==> src/rtl/video_timing_monitor.sv <==
`timescale 1ns/1ps
// video_timing_monitor
//
// Purpose: measures the timing of a raster video stream (hs/vs/vld/rgb) and
// publishes, once per frame, the line period, active pixels per line, lines
// per frame, active lines per frame and a 32-bit pixel checksum. It also
// reports when two consecutive published sets are identical (locked) and
// raises a sticky error on inconsistent active-line lengths or on pixels
// qualified during an hs edge.
//
// Ports:
//   clk        sole clock, rising edge
//   rst        synchronous, active-high reset
//   hs, vs     horizontal / vertical sync (rising edge is the event)
//   vld        active-pixel qualifier
//   rgb        pixel data (3*PW bits), meaningful when vld=1
//   h_total    clocks per line (last valid line period of the frame)
//   h_act      vld clocks of the last active line of the frame
//   v_total    hs edges per frame
//   v_act      active lines per frame
//   frame_sum  sum of rgb (zero-extended) over all vld cycles, mod 2^32
//   meas_vld   one-cycle strobe: a new measurement set is on the outputs
//   locked     the set just published equals the previous one
//   err        sticky inconsistency flag, cleared only by reset
//
// Handshake: meas_vld is a pure strobe with no ready/back-pressure. It is
// high for exactly the cycle in which a freshly published set first appears
// on the measurement outputs; the outputs then hold until the next strobe.
//
// All inputs pass through one register stage, so hs/vs edges, vld and rgb
// stay cycle-aligned with each other inside the block.
module video_timing_monitor #(
  parameter int PW     = 8,
  parameter int H_BITS = 12,
  parameter int V_BITS = 12
) (
  input  logic              clk,
  input  logic              rst,
  input  logic              hs,
  input  logic              vs,
  input  logic              vld,
  input  logic [3*PW-1:0]   rgb,
  output logic [H_BITS-1:0] h_total,
  output logic [H_BITS-1:0] h_act,
  output logic [V_BITS-1:0] v_total,
  output logic [V_BITS-1:0] v_act,
  output logic [31:0]       frame_sum,
  output logic              meas_vld,
  output logic              locked,
  output logic              err
);

  localparam logic [1:0] S_IDLE    = 2'd0;
  localparam logic [1:0] S_MEASURE = 2'd1;
  localparam logic [1:0] S_TRACK   = 2'd2;

  localparam logic [H_BITS-1:0] H_ONE = {{(H_BITS-1){1'b0}}, 1'b1};
  localparam logic [V_BITS-1:0] V_ONE = {{(V_BITS-1){1'b0}}, 1'b1};

  function automatic logic [H_BITS-1:0] h_inc(input logic [H_BITS-1:0] x);
    h_inc = (x == {H_BITS{1'b1}}) ? x : x + H_ONE;
  endfunction

  function automatic logic [V_BITS-1:0] v_inc(input logic [V_BITS-1:0] x);
    v_inc = (x == {V_BITS{1'b1}}) ? x : x + V_ONE;
  endfunction

  // input stage
  logic            hs_cur_q, hs_prv_q, vs_cur_q, vs_prv_q, vld_q;
  logic [3*PW-1:0] rgb_q;

  // control and per-line counters
  logic [1:0]        state_q, state_d;
  logic [H_BITS-1:0] hcnt_q, hcnt_d;
  logic [H_BITS-1:0] pcnt_q, pcnt_d;
  logic              per_ok_q, per_ok_d;

  // per-frame accumulators
  logic [V_BITS-1:0] acc_vtot_q, acc_vtot_d;
  logic [V_BITS-1:0] acc_vact_q, acc_vact_d;
  logic [H_BITS-1:0] acc_htot_q, acc_htot_d;
  logic [H_BITS-1:0] acc_hact_q, acc_hact_d;
  logic [31:0]       acc_sum_q, acc_sum_d;
  logic [H_BITS-1:0] first_q, first_d;
  logic              first_ok_q, first_ok_d;

  // published outputs
  logic [H_BITS-1:0] h_total_q, h_total_d, h_act_q, h_act_d;
  logic [V_BITS-1:0] v_total_q, v_total_d, v_act_q, v_act_d;
  logic [31:0]       frame_sum_q, frame_sum_d;
  logic              meas_vld_q, meas_vld_d;
  logic              locked_q, locked_d;
  logic              err_q, err_d;

  // combinational helpers
  logic              hs_e, vs_e, active, start, run, frame_end, line_act;
  logic [H_BITS-1:0] period, fin_hact;
  logic [V_BITS-1:0] fin_vact, vtot_base;
  logic [H_BITS-1:0] htot_base;
  logic [31:0]       sum_base;

  always_comb begin
    hs_e      = hs_cur_q & ~hs_prv_q;
    vs_e      = vs_cur_q & ~vs_prv_q;
    active    = (state_q == S_MEASURE) || (state_q == S_TRACK);
    // The vs edge that leaves IDLE is already the first cycle of a frame.
    start     = (state_q == S_IDLE) && vs_e;
    run       = active || start;
    frame_end = active && vs_e;
    // A simultaneous hs+vs edge still closes just this one line.
    line_act  = active && (hs_e || vs_e) && (pcnt_q != '0);
    // hcnt+1 would wrap once hcnt has saturated; keep the period saturated too.
    period    = (hcnt_q == {H_BITS{1'b1}}) ? hcnt_q : hcnt_q + H_ONE;
    // Values of the frame including the line closing in this cycle.
    fin_vact  = line_act ? v_inc(acc_vact_q) : acc_vact_q;
    fin_hact  = line_act ? pcnt_q : acc_hact_q;
    // Contributions of this cycle's hs edge / pixel go to the new frame.
    vtot_base = vs_e ? '0 : acc_vtot_q;
    htot_base = vs_e ? '0 : acc_htot_q;
    sum_base  = vs_e ? '0 : acc_sum_q;
  end

  always_comb begin
    state_d     = state_q;
    hcnt_d      = hcnt_q;
    pcnt_d      = pcnt_q;
    per_ok_d    = per_ok_q;
    acc_vtot_d  = acc_vtot_q;
    acc_vact_d  = acc_vact_q;
    acc_htot_d  = acc_htot_q;
    acc_hact_d  = acc_hact_q;
    acc_sum_d   = acc_sum_q;
    first_d     = first_q;
    first_ok_d  = first_ok_q;
    h_total_d   = h_total_q;
    h_act_d     = h_act_q;
    v_total_d   = v_total_q;
    v_act_d     = v_act_q;
    frame_sum_d = frame_sum_q;
    meas_vld_d  = 1'b0;
    locked_d    = locked_q;
    err_d       = err_q;

    if (!run) begin
      // IDLE: nothing is tracked until the first vs edge.
      hcnt_d     = '0;
      pcnt_d     = '0;
      per_ok_d   = 1'b0;
      acc_vtot_d = '0;
      acc_vact_d = '0;
      acc_htot_d = '0;
      acc_hact_d = '0;
      acc_sum_d  = '0;
      first_d    = '0;
      first_ok_d = 1'b0;
    end else begin
      hcnt_d   = hs_e ? '0 : h_inc(hcnt_q);
      // A pixel on a line-closing cycle is summed but not counted into the
      // next line, which starts counting on the following cycle.
      pcnt_d   = (hs_e || vs_e) ? '0 : (vld_q ? h_inc(pcnt_q) : pcnt_q);
      // The first hs edge only starts hcnt; later edges yield a period.
      per_ok_d = per_ok_q | hs_e;

      acc_vact_d = fin_vact;
      acc_hact_d = fin_hact;
      if (line_act && !first_ok_q) begin
        first_d    = pcnt_q;
        first_ok_d = 1'b1;
      end
      if (line_act && first_ok_q && (pcnt_q != first_q)) err_d = 1'b1;
      if (hs_e && vld_q) err_d = 1'b1;

      if (vs_e) begin
        acc_vact_d = '0;
        acc_hact_d = '0;
        first_ok_d = 1'b0;
      end
      acc_vtot_d = hs_e ? v_inc(vtot_base) : vtot_base;
      acc_htot_d = (hs_e && per_ok_q) ? period : htot_base;
      acc_sum_d  = vld_q ? sum_base + 32'(rgb_q) : sum_base;
    end

    if (frame_end) begin
      h_total_d   = acc_htot_q;
      h_act_d     = fin_hact;
      v_total_d   = acc_vtot_q;
      v_act_d     = fin_vact;
      frame_sum_d = acc_sum_q;
      meas_vld_d  = 1'b1;
      // The first publication after MEASURE has nothing valid to compare to.
      locked_d    = (state_q == S_TRACK) &&
                    (acc_htot_q == h_total_q) && (fin_hact == h_act_q) &&
                    (acc_vtot_q == v_total_q) && (fin_vact == v_act_q) &&
                    (acc_sum_q == frame_sum_q);
    end

    if (vs_e) begin
      case (state_q)
        S_IDLE:    state_d = S_MEASURE;
        S_MEASURE: state_d = S_TRACK;
        S_TRACK:   state_d = S_TRACK;
        default:   state_d = S_IDLE;
      endcase
    end
  end

  always_ff @(posedge clk) begin
    if (rst) begin
      // Sync history resets high so levels already high give no edge.
      hs_cur_q    <= 1'b1;
      hs_prv_q    <= 1'b1;
      vs_cur_q    <= 1'b1;
      vs_prv_q    <= 1'b1;
      vld_q       <= 1'b0;
      rgb_q       <= '0;
      state_q     <= S_IDLE;
      hcnt_q      <= '0;
      pcnt_q      <= '0;
      per_ok_q    <= 1'b0;
      acc_vtot_q  <= '0;
      acc_vact_q  <= '0;
      acc_htot_q  <= '0;
      acc_hact_q  <= '0;
      acc_sum_q   <= '0;
      first_q     <= '0;
      first_ok_q  <= 1'b0;
      h_total_q   <= '0;
      h_act_q     <= '0;
      v_total_q   <= '0;
      v_act_q     <= '0;
      frame_sum_q <= '0;
      meas_vld_q  <= 1'b0;
      locked_q    <= 1'b0;
      err_q       <= 1'b0;
    end else begin
      hs_cur_q    <= hs;
      hs_prv_q    <= hs_cur_q;
      vs_cur_q    <= vs;
      vs_prv_q    <= vs_cur_q;
      vld_q       <= vld;
      rgb_q       <= rgb;
      state_q     <= state_d;
      hcnt_q      <= hcnt_d;
      pcnt_q      <= pcnt_d;
      per_ok_q    <= per_ok_d;
      acc_vtot_q  <= acc_vtot_d;
      acc_vact_q  <= acc_vact_d;
      acc_htot_q  <= acc_htot_d;
      acc_hact_q  <= acc_hact_d;
      acc_sum_q   <= acc_sum_d;
      first_q     <= first_d;
      first_ok_q  <= first_ok_d;
      h_total_q   <= h_total_d;
      h_act_q     <= h_act_d;
      v_total_q   <= v_total_d;
      v_act_q     <= v_act_d;
      frame_sum_q <= frame_sum_d;
      meas_vld_q  <= meas_vld_d;
      locked_q    <= locked_d;
      err_q       <= err_d;
    end
  end

  assign h_total   = h_total_q;
  assign h_act     = h_act_q;
  assign v_total   = v_total_q;
  assign v_act     = v_act_q;
  assign frame_sum = frame_sum_q;
  assign meas_vld  = meas_vld_q;
  assign locked    = locked_q;
  assign err       = err_q;

endmodule

==> config.mk <==
export PLATFORM = sky130hd
export DESIGN_NAME = video_timing_monitor
export DESIGN_NICKNAME = d
export VERILOG_FILES = /design/src/rtl/video_timing_monitor.sv
export SDC_FILE = /design/constraint.sdc
export NUM_CORES = 1
export LEC_CHECK = 0
export BUFFER_PORTS_ARGS = -buffer_cell sky130_fd_sc_hd__buf_2
export CAP_MARGIN = 15
export CORE_MARGIN = 2
export CORE_UTILIZATION = 55
export CTS_BUF_LIST = sky130_fd_sc_hd__clkbuf_4 sky130_fd_sc_hd__clkbuf_8
export DETAILED_ROUTE_END_ITERATION = 10
export HOLD_SLACK_MARGIN = 0.05
export PLACE_DENSITY_LB_ADDON = 0.25
export SLEW_MARGIN = 20
export SYNTH_ARGS = -nofsm -noshare
export SYNTH_HDL_FRONTEND = slang
export SYNTH_SLANG_ARGS = --single-unit
==> constraint.sdc <==
create_clock -name clk -period 4.86 [get_ports clk]
set_input_delay 0.729 -clock clk [delete_from_list [all_inputs] [get_ports clk]]
set_output_delay 0.729 -clock clk [all_outputs]
set_load 0.005 [all_outputs]
# Word-level counts from Yosys, hierarchy flattened
# Cells that the tools add are included.
# word_totals
regBits,232
latch_bits,0
ram_bits,0
romBits,0
input_bits,29
output_inout_bits,83
elab_cells,93
mem_count,0
# classes
addsub,5
mul,0
n_div,0
order_cmp,0
n_eq_ne,12
shift,0
n_mux,15
n_bitwise,7
n_reduce_logical,29
# ops
operator,n
12-bit 2-to-1 mux,9
32-bit 2-to-1 mux,2
12-bit by 1-bit adder with 12-bit output (second input constant),4
12-bit == test,4
12-bit == test (second input constant),4
32-bit by 24-bit adder with 32-bit output,1
32-bit == test,1
1-bit logical AND,14
12-bit inequality test,1
12-bit nonzero test,1
3-bit OR reduction,3
1-bit NOT,4
2-bit one-hot mux with 2 select lines,1
2-bit AND reduction,2
2-bit nonzero test,2
2-bit OR reduction,2
1-bit logical OR,3
1-bit 2-to-1 mux,3
1-bit AND,2
2-bit by 1-bit == test with 1-bit output (second input constant),1
2-bit == test (second input constant),1
2-bit logical NOT,1
1-bit logical NOT,1
1-bit OR,1

# Logic depth before layout (Yosys ltp)
# logic_depth
word_depth,11
ltp_mapped,14
ltp_nobuf,12

# Worst setup path before layout
# No wires, ideal clock.
# synth_timing
path_kind,reg-to-reg
startpoint,register vs_prv_q
endpoint,register acc_sum_q[30]
setup_ns,0.128
arrival_ns,3.246
required_time_ns,4.732
path_slack_ns,1.487
path_stages_with_launch,14
n_path_buf,2
period_less_slack_ns,3.373
path_cell_list,dfxtp_1 -> nand2b_1 -> clkbuf_1 -> clkbuf_1 -> and2_1 -> fa_1 -> a211oi_1 -> nor4_1 -> a211oi_1 -> o311ai_0 -> a211oi_1 -> nor3_1 -> xor2_1 -> nor2_1
# synth_between
elab_chain_cells,6
elab_cells_between_ends,9
classes_between,1 x add/sub; 2 x mux; 3 x bitwise; 3 x reduce/logical
# synth_rtl
element,line,source
from (decl),69,"logic hs_cur_q, hs_prv_q, vs_cur_q, vs_prv_q, vld_q;"
from (signal assigned),239,vs_prv_q <= vs_cur_q;
1-bit NOT *,104,vs_e = vs_cur_q & ~vs_prv_q;
1-bit AND *,104,
branches (longest 4 deep; another with 32-bit by 24-bit adder with 32-bit output),-,
to (signal assigned),250,acc_sum_q <= acc_sum_d;
to (decl),83,"logic [31:0] acc_sum_q, acc_sum_d;"
# Every way passes the cells marked *.
# A chain may end at the register's enable or synchronous reset.

# Worst setup path after layout
# Ends and elaborated chain as after synthesis.

==> key figures <==
Worst setup path
  – CP Capture Type: flip-flop
  – Crit-path slowest cell: a211oi_1
  – Reg2Reg Capture Point: acc_sum_q[30]
  – CP Cell Sequence: nand2b_1 -> and2_1 -> ha_1 -> fa_1 -> a211oi_1 -> nor4_1 -> a211oi_1 -> buf_4 -> o311ai_0 -> a211oi_1 -> nor3_1 -> xor2_1 -> nor2_1
  – Reg2Reg Depth: 13
  – CP Buf/Inv Count: 1
  – CP max FO: 19
  – Crit path DAT: 4380 ps
  – Crit path max-delay family: compound AO/OA/AOI/OAI gates
  – Longest individual stage delay on the worst path: 520 ps
  – Cell mode on critical path: a211oi_1
  – Req. time, crit path: 5250 ps
  – Worst R2R Setup Slack: 870 ps
  – Kind of critical path: flip-flop to flip-flop
  – Startpoint Class: flip-flop
  – Origin of the critical flop-to-flop path: vs_prv_q

Timing
  – RSZ-0062 raised after global routing: no
  – Tcrit/Tclk final: 82.08%
  – Finish-stage setup viols: 0
  – Final hold violations: 0
  – Worst-Margin Slew: 1061 ps
  – Worst relative slew slack: 29.29%
  – Fmax: 0.2507 GHz
  – Slew Viols, Final: 0
  – Setup total negative slack: 0 ps
  – Tmin final: 3989 ps
  – Worst clock skew: 28.17 ps

Die
  – Initial core utilization: 56.04%
  – DIE WIDTH: 147.6 um
  – FP Rows: 52
  – Core area: 20230 sq um
  – Die Y-Extent: 147.6 um
  – Total Die Area: 21780 sq um
  – IO Count: 112

Drt
  – Iteration-0 DRC Markers: 518
  – Routed Antenna Nets: 0
  – Post-DR vias/cell: 5.606
  – Post-Route WL: 28720 um
  – Top sig layer: met4
  – DR WL/cell: 16.55 um
  – Initial DRT Pass Iterations: 5
  – Metal3 WL: 1802 um
  – DR WL met2: 13600 um
  – Via count: 9726
  – Metal1 wirelength: 12370 um
  – Post-route DRC: 0

Min path
  – Worst hold path type: input port to flip-flop
  – Hold Startpoint: rgb[22]
  – WHS Path Cells: 2
  – Hold Path Sink: rgb_q[22]

Layout
  – Post-Layout Inst Area: 12770 sq um
  – Syn-to-layout area delta: 12.65%
  – Sequential Area: 4644 sq um
  – FILL cells: 1733
  – Final nets: 1503
  – ANT cells: 0
  – Final core utilization: 63.12%
  – Area taken by multi-input logic gates: 6212 sq um
  – Ratio of cells with drive above 1 in the final layout: 14.40%

Synthesis
  – Sequential cell area fraction in the yosys report: 40.96%
  – Post-synth ARST share: 0%
  – Synth Cell Area: 11340 sq um
  – Post-synth EDFFs: 0
  – Avg Cell Area, Syn: 8.374 sq um
  – Area leader, netlist: dfxtp_1
  – Simple-gate share of the synthesized area: 23.52%
  – Yosys warns: 0
  – Post-synthesis mux area share: 2.306%
  – Commonest cells in the netlist: dfxtp_1 (232), nand2_1 (186), nor2_1 (147), a21oi_1 (99), xnor2_1 (74)
  – Synthesis-stage register bit count: 232
  – Main combinational cell family by area after synthesis: simple AND/OR/NAND/NOR gates
  – Dominant cells by area after synthesis: dfxtp_1 (41%), nand2_1 (6.2%), xnor2_1 (5.7%), nor2_1 (4.9%), a21oi_1 (4.4%)
  – Primary FF master, synth: dfxtp_1
  – Synth Area in XOR/XNOR: 10.31%
  – Post-synthesis compound-gate area fraction: 14.91%
  – Adder-cell share of the synthesized area: 3.708%
  – Count leader, synth: dfxtp_1
  – Syn nets: 1416
  – Synth cell types: 76
  – Top-area cell type share of the netlist area: 40.96%
  – Syn Inst Count: 1354

Placed design
  – Gpl congestion: 0.9369
  – Placed cell area: 11960 sq um
  – DP Wirelength: 19550 um
  – PortBufs: 111

Clock tree
  – Num CTS Buffers: 41
  – Post CTS Setup Buffer Count: 0
  – Clk root buf: clkbuf_8
  – Clk_lat worst skew: 550 ps
  – # clock sinks: 232
  – H-tree depth: 2
  – CTS clk-pin slew, worst paths: 60 ps
  – CTS tree: yes
  – Clock buffer depth: 3
  – CTS resizes: 0
  – # hold bufs at CTS: 0

Pwr
  – Cell Pwr Density: 303.8 nW/um^2
  – VDD IR max: 194.1 uV
  – Static leakage: 4.939 nW

Global routing
  – Number of global-route vias before repair: 9135
  – GRT Util Overall: 25.95%
  – First-pass GRT wire length: 45920 um
  – Overflow after GRT: 0
  – Initial antenna violation count: 0
  – Largest net degree at the start of global routing: 100

Status
  – Status: finished clean

Job
  – Maxcap violations: 0
routing by layer:
metal | up-vias | GRT usage (%)
li1 | 4834 | -
met1 | 4546 | 33.14
met2 | 276 | 43.44
met3 | 70 | 4.599
met4 | 0 | 10.77
met5 | - | 0
cells by family after synthesis:
group | after synthesis
compound gates | 266
xor+xnor | 131
fa+ha+maj | 33
buf+inv | 113
flops | 232
mux | 26
simple gates | 553
metrics by stage:
| stage | instances | worst slack (ps) | power [W] | hold WS (ps) |
|---|---|---|---|---|
| 2_1_floorplan | 1354 | 1487 | 0.002076 | 408.6 |
| 3_3_place_gp | 1668 | 892.1 | 0.002120 | 425.2 |
| 3_5_place_dp | 1668 | 896.7 | 0.002122 | 425.9 |
| 4_1_cts | 1735 | 889.9 | 0.003907 | 371.5 |
| 5_1_grt | 1735 | 437.7 | 0.004015 | 381.2 |
| 6_report | 1735 | 871.0 | 0.003881 | 392.3 |
cell usage in the layout (no fill, tap or decap), types with 3 or more instances in the layout:
cell       count
dfxtp_1      232
o31ai_1        6
buf_4         11
o2111ai_1      3
a21oi_1       99
nor2_1       147
xnor2_1       74
inv_1         36
o22ai_1        7
nand3_1       40
o211ai_1       5
a22oi_1       12
a211oi_1      33
and3_1        14
nand2_1      185
a2111oi_0      4
nor4_2         3
a31oi_1       11
mux2i_1       25
a22o_1         8
o21a_1         6
ha_1          32
clkbuf_8      49
nor3b_1        3
xor2_1        55
nand4_1       22
or4_1          3
or2_2          5
and2_1        32
nor2b_1       32
nor4_1        17
nor3_1        17
a21o_1        10
nand2b_1      15
o21ai_0       38
buf_2        110
clkbuf_4      17
worst register-to-register path: stages (launching register included):
cell,delay [ps]
dfxtp_1,300
nand2b_1,470
and2_1,350
ha_1,220
fa_1,430
a211oi_1,340
nor4_1,110
a211oi_1,270
buf_4,190
o311ai_0,290
a211oi_1,520
nor3_1,140
xor2_1,170
nor2_1,50
where the power goes:
part,switching (W),internal [W],leakage [nW]
Combinational,0.0000968,0.0000552,2.63
Clock,0.000766,0.00103,0.431
Sequential,0.0000107,0.00192,1.88
cell type report:
| cell class | instances | area share [%] |
|---|---|---|
| multi-input combinational | 1009 | 48.64 |
| sequential | 232 | 36.36 |
| clock buffer | 66 | 6.279 |
| timing repair buffer | 121 | 4.957 |
| tap | 270 | 2.645 |
| inverter | 36 | 1.058 |
| clock inverter | 1 | 0.05878 |
worst max path at each step:
| stage | slack (ps) | depth (start not counted) | endpoint | startpoint |
|---|---|---|---|---|
| after global placement | 890 | 13 | acc_sum_q[24] | vs_prv_q |
| after detailed placement | 900 | 13 | acc_sum_q[30] | vs_prv_q |
| after global routing | 440 | 13 | acc_sum_q[24] | vs_prv_q |
| after CTS | 890 | 13 | acc_sum_q[30] | vs_prv_q |
| final | 870 | 13 | acc_sum_q[30] | vs_prv_q |
| after floorplan | 1490 | 13 | acc_sum_q[30] | vs_prv_q |
Power figures use the tool's default switching activity.
